**src/rtl/adc_tx_if.sv**
```systemverilog
// Input word stream for adc_tx: valid/ready handshake carrying one packed
// channel A / channel B sample pair per word.
interface adc_tx_if;
    logic        in_valid;
    logic [31:0] in_data;
    logic        in_ready;

    modport master (output in_valid, output in_data, input in_ready);
    modport slave  (input in_valid, input in_data, output in_ready);
endinterface

```
**src/rtl/adc_tx.sv**
```systemverilog
// Two-lane-per-channel serial ADC sample transmitter.
// Each 7-slot frame carries one 14-bit channel A and one 14-bit channel B
// sample, MSB first, two bits per lane pair per slot, with a 1111000 frame
// sync lane. Words arrive through a one-entry holding register; if it is
// empty at a frame load, the previous word is repeated and an underrun is
// flagged.
// Optional build macro ADC_TX_RAMP_EN adds a ramp_mode input that replaces
// the loaded word with an internal 14-bit test ramp (A=cnt, B=~cnt).
//
// state | meaning
// IDLE  | lanes held at 0, waiting for tx_en
// RUN   | transmitting frames; slot counts 0..6
module adc_tx (
    input  logic        clk,
    input  logic        reset,
    input  logic        tx_en,
`ifdef ADC_TX_RAMP_EN
    input  logic        ramp_mode,
`endif
    adc_tx_if.slave     s_in,
    output logic [1:0]  cha,
    output logic [1:0]  chb,
    output logic        frame,
    output logic        frame_start,
    output logic        busy,
    output logic        underrun,
    output logic [15:0] underrun_count
);

    typedef enum logic {IDLE, RUN} state_t;

    state_t      state, state_nxt;
    logic [2:0]  slot;
    logic        load;
    logic        accept;
    logic        ramp_act;
    logic        hold_full, hold_full_nxt;
    logic [13:0] hold_a, hold_b;
    logic [13:0] sh_a, sh_b;
    logic [13:0] last_a, last_b;
    logic [13:0] ld_a, ld_b;
    logic        ld_under;
    logic        unused_bits;

    assign unused_bits = ^{s_in.in_data[31:30], s_in.in_data[15:14]};
    assign accept      = s_in.in_valid & s_in.in_ready;
    assign busy        = (state == RUN);

`ifdef ADC_TX_RAMP_EN
    logic [13:0] ramp_cnt;
    assign ramp_act = ramp_mode;
`else
    assign ramp_act = 1'b0;
`endif

    // Next state and frame-load decision; loads happen on RUN entry and on each frame wrap.
    always_comb begin
        state_nxt = state;
        load      = 1'b0;
        case (state)
            IDLE: begin
                if (tx_en) begin
                    state_nxt = RUN;
                    load      = 1'b1;
                end
            end
            RUN: begin
                if (slot == 3'd6) begin
                    if (tx_en) load      = 1'b1;
                    else       state_nxt = IDLE;
                end
            end
            default: state_nxt = IDLE;
        endcase
    end

    // Select the word to load: test ramp, held word, or a repeat of the last word.
    always_comb begin
        ld_a     = last_a;
        ld_b     = last_b;
        ld_under = 1'b1;
        if (hold_full) begin
            ld_a     = hold_a;
            ld_b     = hold_b;
            ld_under = 1'b0;
        end
`ifdef ADC_TX_RAMP_EN
        if (ramp_mode) begin
            ld_a     = ramp_cnt;
            ld_b     = ~ramp_cnt;
            ld_under = 1'b0;
        end
`endif
        hold_full_nxt = accept | (hold_full & ~(load & ~ramp_act));
    end

    // State register and slot counter.
    always_ff @(posedge clk or negedge reset) begin
        if (!reset) begin
            state <= IDLE;
            slot  <= 3'd0;
        end else begin
            state <= state_nxt;
            slot  <= (state_nxt == RUN && !load) ? slot + 3'd1 : 3'd0;
        end
    end

    // Holding register; a load frees it in the same edge, ready follows one edge later.
    always_ff @(posedge clk or negedge reset) begin
        if (!reset) begin
            hold_full     <= 1'b0;
            hold_a        <= 14'd0;
            hold_b        <= 14'd0;
            s_in.in_ready <= 1'b0;
        end else begin
            hold_full     <= hold_full_nxt;
            s_in.in_ready <= ~hold_full_nxt & ~ramp_act;
            if (accept) begin
                hold_a <= s_in.in_data[13:0];
                hold_b <= s_in.in_data[29:16];
            end
        end
    end

    // Shift registers and registered lane outputs; the load edge drives slot 0 directly.
    always_ff @(posedge clk or negedge reset) begin
        if (!reset) begin
            sh_a           <= 14'd0;
            sh_b           <= 14'd0;
            last_a         <= 14'd0;
            last_b         <= 14'd0;
            cha            <= 2'b00;
            chb            <= 2'b00;
            frame          <= 1'b0;
            frame_start    <= 1'b0;
            underrun       <= 1'b0;
            underrun_count <= 16'd0;
        end else if (load) begin
            sh_a        <= {ld_a[11:0], 2'b00};
            sh_b        <= {ld_b[11:0], 2'b00};
            last_a      <= ld_a;
            last_b      <= ld_b;
            cha         <= ld_a[13:12];
            chb         <= ld_b[13:12];
            frame       <= 1'b1;
            frame_start <= 1'b1;
            underrun    <= ld_under;
            if (ld_under && underrun_count != 16'hFFFF)
                underrun_count <= underrun_count + 16'd1;
        end else if (state_nxt == RUN) begin
            sh_a        <= {sh_a[11:0], 2'b00};
            sh_b        <= {sh_b[11:0], 2'b00};
            cha         <= sh_a[13:12];
            chb         <= sh_b[13:12];
            frame       <= (slot < 3'd3);
            frame_start <= 1'b0;
            underrun    <= 1'b0;
        end else begin
            cha         <= 2'b00;
            chb         <= 2'b00;
            frame       <= 1'b0;
            frame_start <= 1'b0;
            underrun    <= 1'b0;
        end
    end

`ifdef ADC_TX_RAMP_EN
    // Test ramp advances once per frame loaded in ramp mode, wrapping naturally at 0x3FFF.
    always_ff @(posedge clk or negedge reset) begin
        if (!reset)
            ramp_cnt <= 14'd0;
        else if (load && ramp_mode)
            ramp_cnt <= ramp_cnt + 14'd1;
    end
`endif

endmodule

```
**src/flat_wrapper.sv**
```systemverilog
// flat-port wrapper written by rule: the top's interface ports become plain ports
module adc_tx_flat 
  (clk, reset, tx_en, cha, chb, frame, frame_start, busy, underrun, underrun_count, s_in_in_valid, s_in_in_data, s_in_in_ready);
  adc_tx_if s_in_i ();
  input  logic clk;
  input  logic reset;
  input  logic tx_en;
  output logic [1:0] cha;
  output logic [1:0] chb;
  output logic frame;
  output logic frame_start;
  output logic busy;
  output logic underrun;
  output logic [15:0] underrun_count;
  input wire logic [$bits(s_in_i.in_valid)-1:0] s_in_in_valid;
  input wire logic [$bits(s_in_i.in_data)-1:0] s_in_in_data;
  output wire logic [$bits(s_in_i.in_ready)-1:0] s_in_in_ready;
  assign s_in_i.in_valid = s_in_in_valid;
  assign s_in_i.in_data = s_in_in_data;
  assign s_in_in_ready = s_in_i.in_ready;
  adc_tx u_core (.clk(clk), .reset(reset), .tx_en(tx_en), .s_in(s_in_i), .cha(cha), .chb(chb), .frame(frame), .frame_start(frame_start), .busy(busy), .underrun(underrun), .underrun_count(underrun_count));
endmodule
```
**config.mk**
```make
export PLATFORM = sky130hd
export DESIGN_NAME = adc_tx_flat
export DESIGN_NICKNAME = d
export VERILOG_FILES = /design/src/rtl/adc_tx_if.sv /design/src/rtl/adc_tx.sv /design/src/flat_wrapper.sv
export SDC_FILE = /design/constraint.sdc
export NUM_CORES = 1
export LEC_CHECK = 0
export ABC_AREA = 1
export CELL_PAD_IN_SITES_DETAIL_PLACEMENT = 1
export CELL_PAD_IN_SITES_GLOBAL_PLACEMENT = 2
export CORE_MARGIN = 1
export CORE_UTILIZATION = 34
export CTS_CLUSTER_DIAMETER = 50
export DETAILED_ROUTE_END_ITERATION = 8
export MAX_ROUTING_LAYER = met4
export PLACE_DENSITY_LB_ADDON = 0.05
export REMOVE_ABC_BUFFERS = 1
export SLEW_MARGIN = 20
export SYNTH_ARGS = -nofsm -noshare
export SYNTH_HDL_FRONTEND = slang
export SYNTH_SLANG_ARGS = --single-unit
```
**constraint.sdc**
```tcl
create_clock -name clk -period 1.8 [get_ports clk]
set_input_delay 0.18 -clock clk [delete_from_list [all_inputs] [get_ports clk]]
set_output_delay 0.18 -clock clk [all_outputs]
set_load 0.05 [all_outputs]
```
After elaboration in Yosys (flattened, before gate mapping). Cells that the tools add are included.

Flip-flop bits (word level): 113. Bits in latches: 0. Bits in writable memories: 0. Bits in read-only memories: 0. Input port bits: 36. Output and inout port bits: 25. Logic and storage cells: 53. Memories: 0.

Add/subtract/negate cells: 2. $mul: 0. Div/mod/pow operators: 0. $lt $le $gt $ge: 1. Eq/ne operators: 2. Shift operators: 0. Muxes and demuxes: 21. Bitwise gates (word level): 6. Reduce and logical (&&, ||, !) cells: 5.

Operators by type and width (count): 14-bit 2-to-1 mux (6); 16-bit by 1-bit adder with 16-bit output, second input constant (1); 16-bit inequality test, second input constant (1); 1-bit 2-to-1 mux (8); 2-bit 2-to-1 mux (4); 1-bit one-hot mux with 2 select lines (2); 3-bit by 1-bit adder with 3-bit output, second input constant (1); 3-bit == test, second input constant (1); 3-bit by 2-bit less-than comparator with 1-bit output, second input constant (1); 3-bit 2-to-1 mux (1); 1-bit inverter (3); 1-bit bitwise AND (2); 1-bit logical AND (2); 2-bit AND reduction (1); 2-bit nonzero test (1); 1-bit zero test (1); 1-bit bitwise OR (1).

Longest topological paths before layout.
Depth in word-level cells: 7. Depth in mapped cells: 11. Mapped depth without buffers: 10.

Worst setup path before layout. OpenSTA, ideal clock, no wires.

Path kind: reg-to-reg. Start: reg u_core.underrun_count[1]. End: reg u_core.underrun_count[4]. Library setup time: 0.118 ns. Data arrival time: 1.779 ns. Data required time: 1.682 ns. Slack: -0.097 ns. Stages on the path, launching flop included: 10. Buffers on the path: 1. Period minus slack after synthesis: 1.897 ns. Path through: dfrtp_1 ha_1 nand3_2 inv_2 nand2_4 o21ai_4 inv_2 buf_6 nand2_1 nand2_1.

Cells in the longest elaborated chain, start to end: 3. Elaborated cells between the ends (all ways): 4. Classes of those cells: add/sub: 1; eq/ne: 1; reduce/logical: 2.

RTL lines: from (decl) (RTL line adc_tx.sv:27) `output logic [15:0] underrun_count`; from (signal assigned) (RTL line adc_tx.sv:149) `underrun_count <= underrun_count + 16'd1;`; parallel branches: the longest is 3 deep, another holds 16-bit by 1-bit adder with 16-bit output.

Several ways; the timed one is not identified. A chain may end at the register's enable or synchronous reset.

Worst setup path after layout.
Start: reg u_core.state, in the netlist u_core.busy. End: out busy.

RTL lines: from (decl) (RTL line adc_tx.sv:32) `state_t state, state_nxt;`; from (signal assigned) (RTL line adc_tx.sv:103) `state <= state_nxt;`; to (decl) (RTL line flat_wrapper.sv:12) `output logic busy;`.

No word-level cell between the ends.

==> metrics.md <==
| Metric | Value |
|---|---|
| Worst Max-Slew Pin Slew | `a little under 500 ps` |
| Post-place instance area | `~5700 um2` |
| Bufs on Longest Clock Path | `2` |
| Type of origin of the critical path | `register` |
| Unrepaired setup endpoints after global routing | `false` |
| Reg2Reg Depth | `9` |
| Worst r2r dst | `u_core.underrun_count[11]` |
| Multiplexer share of the synthesized area | `about 6.5%` |
| Number of remaining DRC errors | `0` |
| Leakage | `~2.9 nW` |
| CP endpoint kind | `output pin` |
| Main area contributors after synthesis | `dfrtp_1 56%, nand2_1 12%, o21ai_0 6.9%` |
| Clock Latency Late Sink | `around 360 ps` |
| Vias | `between 3,000 and 4,000` |
| Synth Warn # | `0` |
| Top cell type's share of synthesized area | `about 56%` |
| Hold Vio Cnt, Final | `0` |
| Nets@finish | `about 630` |
| Worst path cell trace | `clkdlybuf4s50_1` |
| Final WL | `11,000 um` |
| Layout area overhead | `24.6%` |
| IO buf count | `56` |
| Max Slew Vio Count | `0` |
| Largest net degree at the start of global routing | `46` |
| Design Power | `slightly above 9 mW` |
| RR Startpoint | `u_core.underrun_count[1]` |
| Antenna viol nets, final | `0` |
| Number of global-route vias before repair | `3,944` |
| Distinct cells, synth | `27` |
| Worst path arrival time | `~1600 ps` |
| Initial DRC Count | `about 120` |
| Num CTS Buffers | `9` |
| Std-Cell Rows | `43` |
| Main combinational cell family by area after synthesis | `simple AND/OR/NAND/NOR gates` |
| Placed cells | `754` |
| Final Cycle Share | `slightly below 100%` |
| Highest Clock Rate | `roughly 580 MHz` |
| Gr ovfl total | `0` |
| First-pass GRT wire length | `18,900 um` |
| Design area | `6030 um2` |
| Cell area after synthesis | `between 4000 and 5000 um2` |
| WP buf/inv | `1` |
| Routability cong. | `about 0.77` |
| Post-synth top area cell | `dfrtp_1` |
| Min cycle time layout | `1730 ps` |
| CTS tree | `built` |
| Fin cells | `~770` |
| Clock skew | `8.54 ps` |
| CP delay by family, top | `buffers and inverters` |
| Crit path max-delay cell type | `clkdlybuf4s50_1` |
| Die Area | `between 10,000 and 15,000 um2` |
| Maxcap violations | `0` |
| Die W | `about 120 um` |
| Diode count | `0` |
| CP max FO | `2` |
| Xor/xnor share of the synthesized area | `approximately 1.4%` |
| Layout cell share with drive strength beyond 1 | `approximately 17%` |
| Commonest cells after routing, fill and taps aside | `154 x nand2_1, 108 x dfrtp_1, 67 x o21ai_0, 41 x inv_1, 39 x clkdlybuf4s50_1` |
| Clock sinks | `approximately 110` |
| Worst path max stage delay | `roughly 820 ps` |
| Pre-Repair DR Iteration Count | `4` |
| Avg Inst Size Synth | `a little over 9 um2` |
| H-tree Lvls | `3` |
| Yosys reg bits | `109` |
| CP Class | `reg -> out` |
| Power per Cell Area | `1520 nW/um2` |
| Peak supply drop | `between 0.0004 and 0.0005 V` |
| Final design utilization | `between 40 and 50%` |
| Hold crit path type | `in -> async` |
| CTS Root Cell | `clkbuf_16` |
| Total Routing Usage GR | `17.0%` |
| Final setup fails | `0` |
| Status | `finished clean` |
| Initial antenna violation count | `0` |
| Post-Synth Adder-Cell Area | `0.775%` |
| Post-synthesis simple-gate area fraction | `a little under a fifth` |
| Required time worst endpoint | `around 1600 ps` |
| Initial Utilization | `34.9%` |
| Seq/Total Area, Yosys | `between 50 and 60%` |
| WL/cell | `~14 um` |
| Core area | `between 10,000 and 15,000 um2` |
| Die Ht | `between 100 and 150 um` |
| Io pins | `61` |
| Fin Hold WS | `about 230 ps` |
| Commonest non-fill, non-tap cell in the layout | `nand2_1` |
| Dpl hpwl | `around 7400 um` |
| Post-synthesis compound-gate area fraction | `around a tenth` |
| Max-slew headroom | `66.9%` |
| Vias/cell | `4.74` |
| Synth Instances | `520` |
| Clk slew on worst S/H paths | `about 70 ps` |
| Reg2Reg Setup Slack | `roughly 210 ps` |
worst reg2reg max path, stage by stage (launching register included):
cell and delay, ps:
dfrtp_1 420, ha_1 230, nand3_2 130, inv_2 110, nand2_4 70, o21ai_4 190
inv_2 50, buf_4 160, nand2_1 70, nand2_1 50
registers in the layout (all words and copies together), names as in the netlist:
register               count
u_core.underrun_count     16
u_core.hold_a             14
u_core.hold_b             14
u_core.last_a             14
u_core.last_b             14
u_core.sh_a               12
u_core.sh_b               12
u_core.slot                3
u_core.cha                 2
u_core.chb                 2
u_core.busy                1
u_core.frame               1
u_core.frame_start         1
u_core.hold_full           1
u_core.s_in.in_ready       1
u_core.underrun            1
cell families (layout without fill, tap and decap cells):
kind of cell / count (synthesis) / count (layout)
AO/OA/AOI/OAI: 90 / 90
XOR/XNOR: 8 / 8
adder cells (fa/ha/maj): 3 / 3
buffers and inverters: 68 / 141
flip-flops: 109 / 109
multiplexers: 28 / 28
AND/OR/NAND/NOR: 214 / 214
what timing repair did:
| action | in CTS | in global routing |
|---|---|---|
| resized for setup | 6 | 1 |
| setup buffers | 0 | 1 |
| setup endpoints to repair | 6 | 18 |
| hold endpoints to repair | 89 | 0 |
| cloned | 0 | 1 |
| hold buffers | 1 | 0 |
| pin swaps | 0 | 1 |
through the flow:
step	setup slack [ps]	setup TNS, ps
3_5_place_dp	118	0
2_1_floorplan	-185	-2500
5_1_grt	9.41	0
3_3_place_gp	177	0
6_report	68.3	0
4_1_cts	36.1	0
worst max-delay path by stage:
stage	from	endpoint	slack (ps)	cells past startpoint
2_1_floorplan	u_core.underrun_count[1]	u_core.underrun_count[10]	-190	8
3_3_place_gp	tx_en	u_core.underrun_count[2]	180	7
3_5_place_dp	u_core.slot[0]	u_core.sh_a[7]	120	9
4_1_cts	u_core.busy	busy	40	1
5_1_grt	u_core.busy	busy	9	1
6_report	u_core.busy	busy	70	1
layer usage:
layer  GRT usage, %  up-vias  share of wire (%)
li1               -     1808                  -
met1           20.3     1811                 46
met2           28.5       40                 50
met3           4.32        8                3.5
met4           4.63        0                1.1
met5              -        -                  0
synthesized netlist by cell type, drive strengths merged:
| master | number |
|---|---|
| nand4 | 3 |
| a21oi | 5 |
| nand3 | 6 |
| dfrtp | 109 |
| nand2 | 163 |
| nor2 | 41 |
| inv | 46 |
| xor2 | 1 |
| o21a | 1 |
| nand3b | 1 |
| clkbuf | 7 |
| a31oi | 16 |
| buf | 15 |
| xnor2 | 7 |
| ha | 3 |
| o21ai | 68 |
| mux2 | 28 |
power by group:
part | switching [mW] | leakage [nW] | internal (mW)
combinational | 1.80 | 1.34 | 1.30
sequential | 0.483 | 1.37 | 3.43
clock | 0.920 | 0.152 | 1.23
layout make-up:
cell class	instances	area, um2
multi-input combinational	343	1800
clock buffer	9	225
timing repair buffer	79	781
tap	180	225
clock inverter	7	97.6
inverter	46	178
sequential	109	2730
fill	1618	7850
No activity file was read; power rests on OpenSTA's default activity.
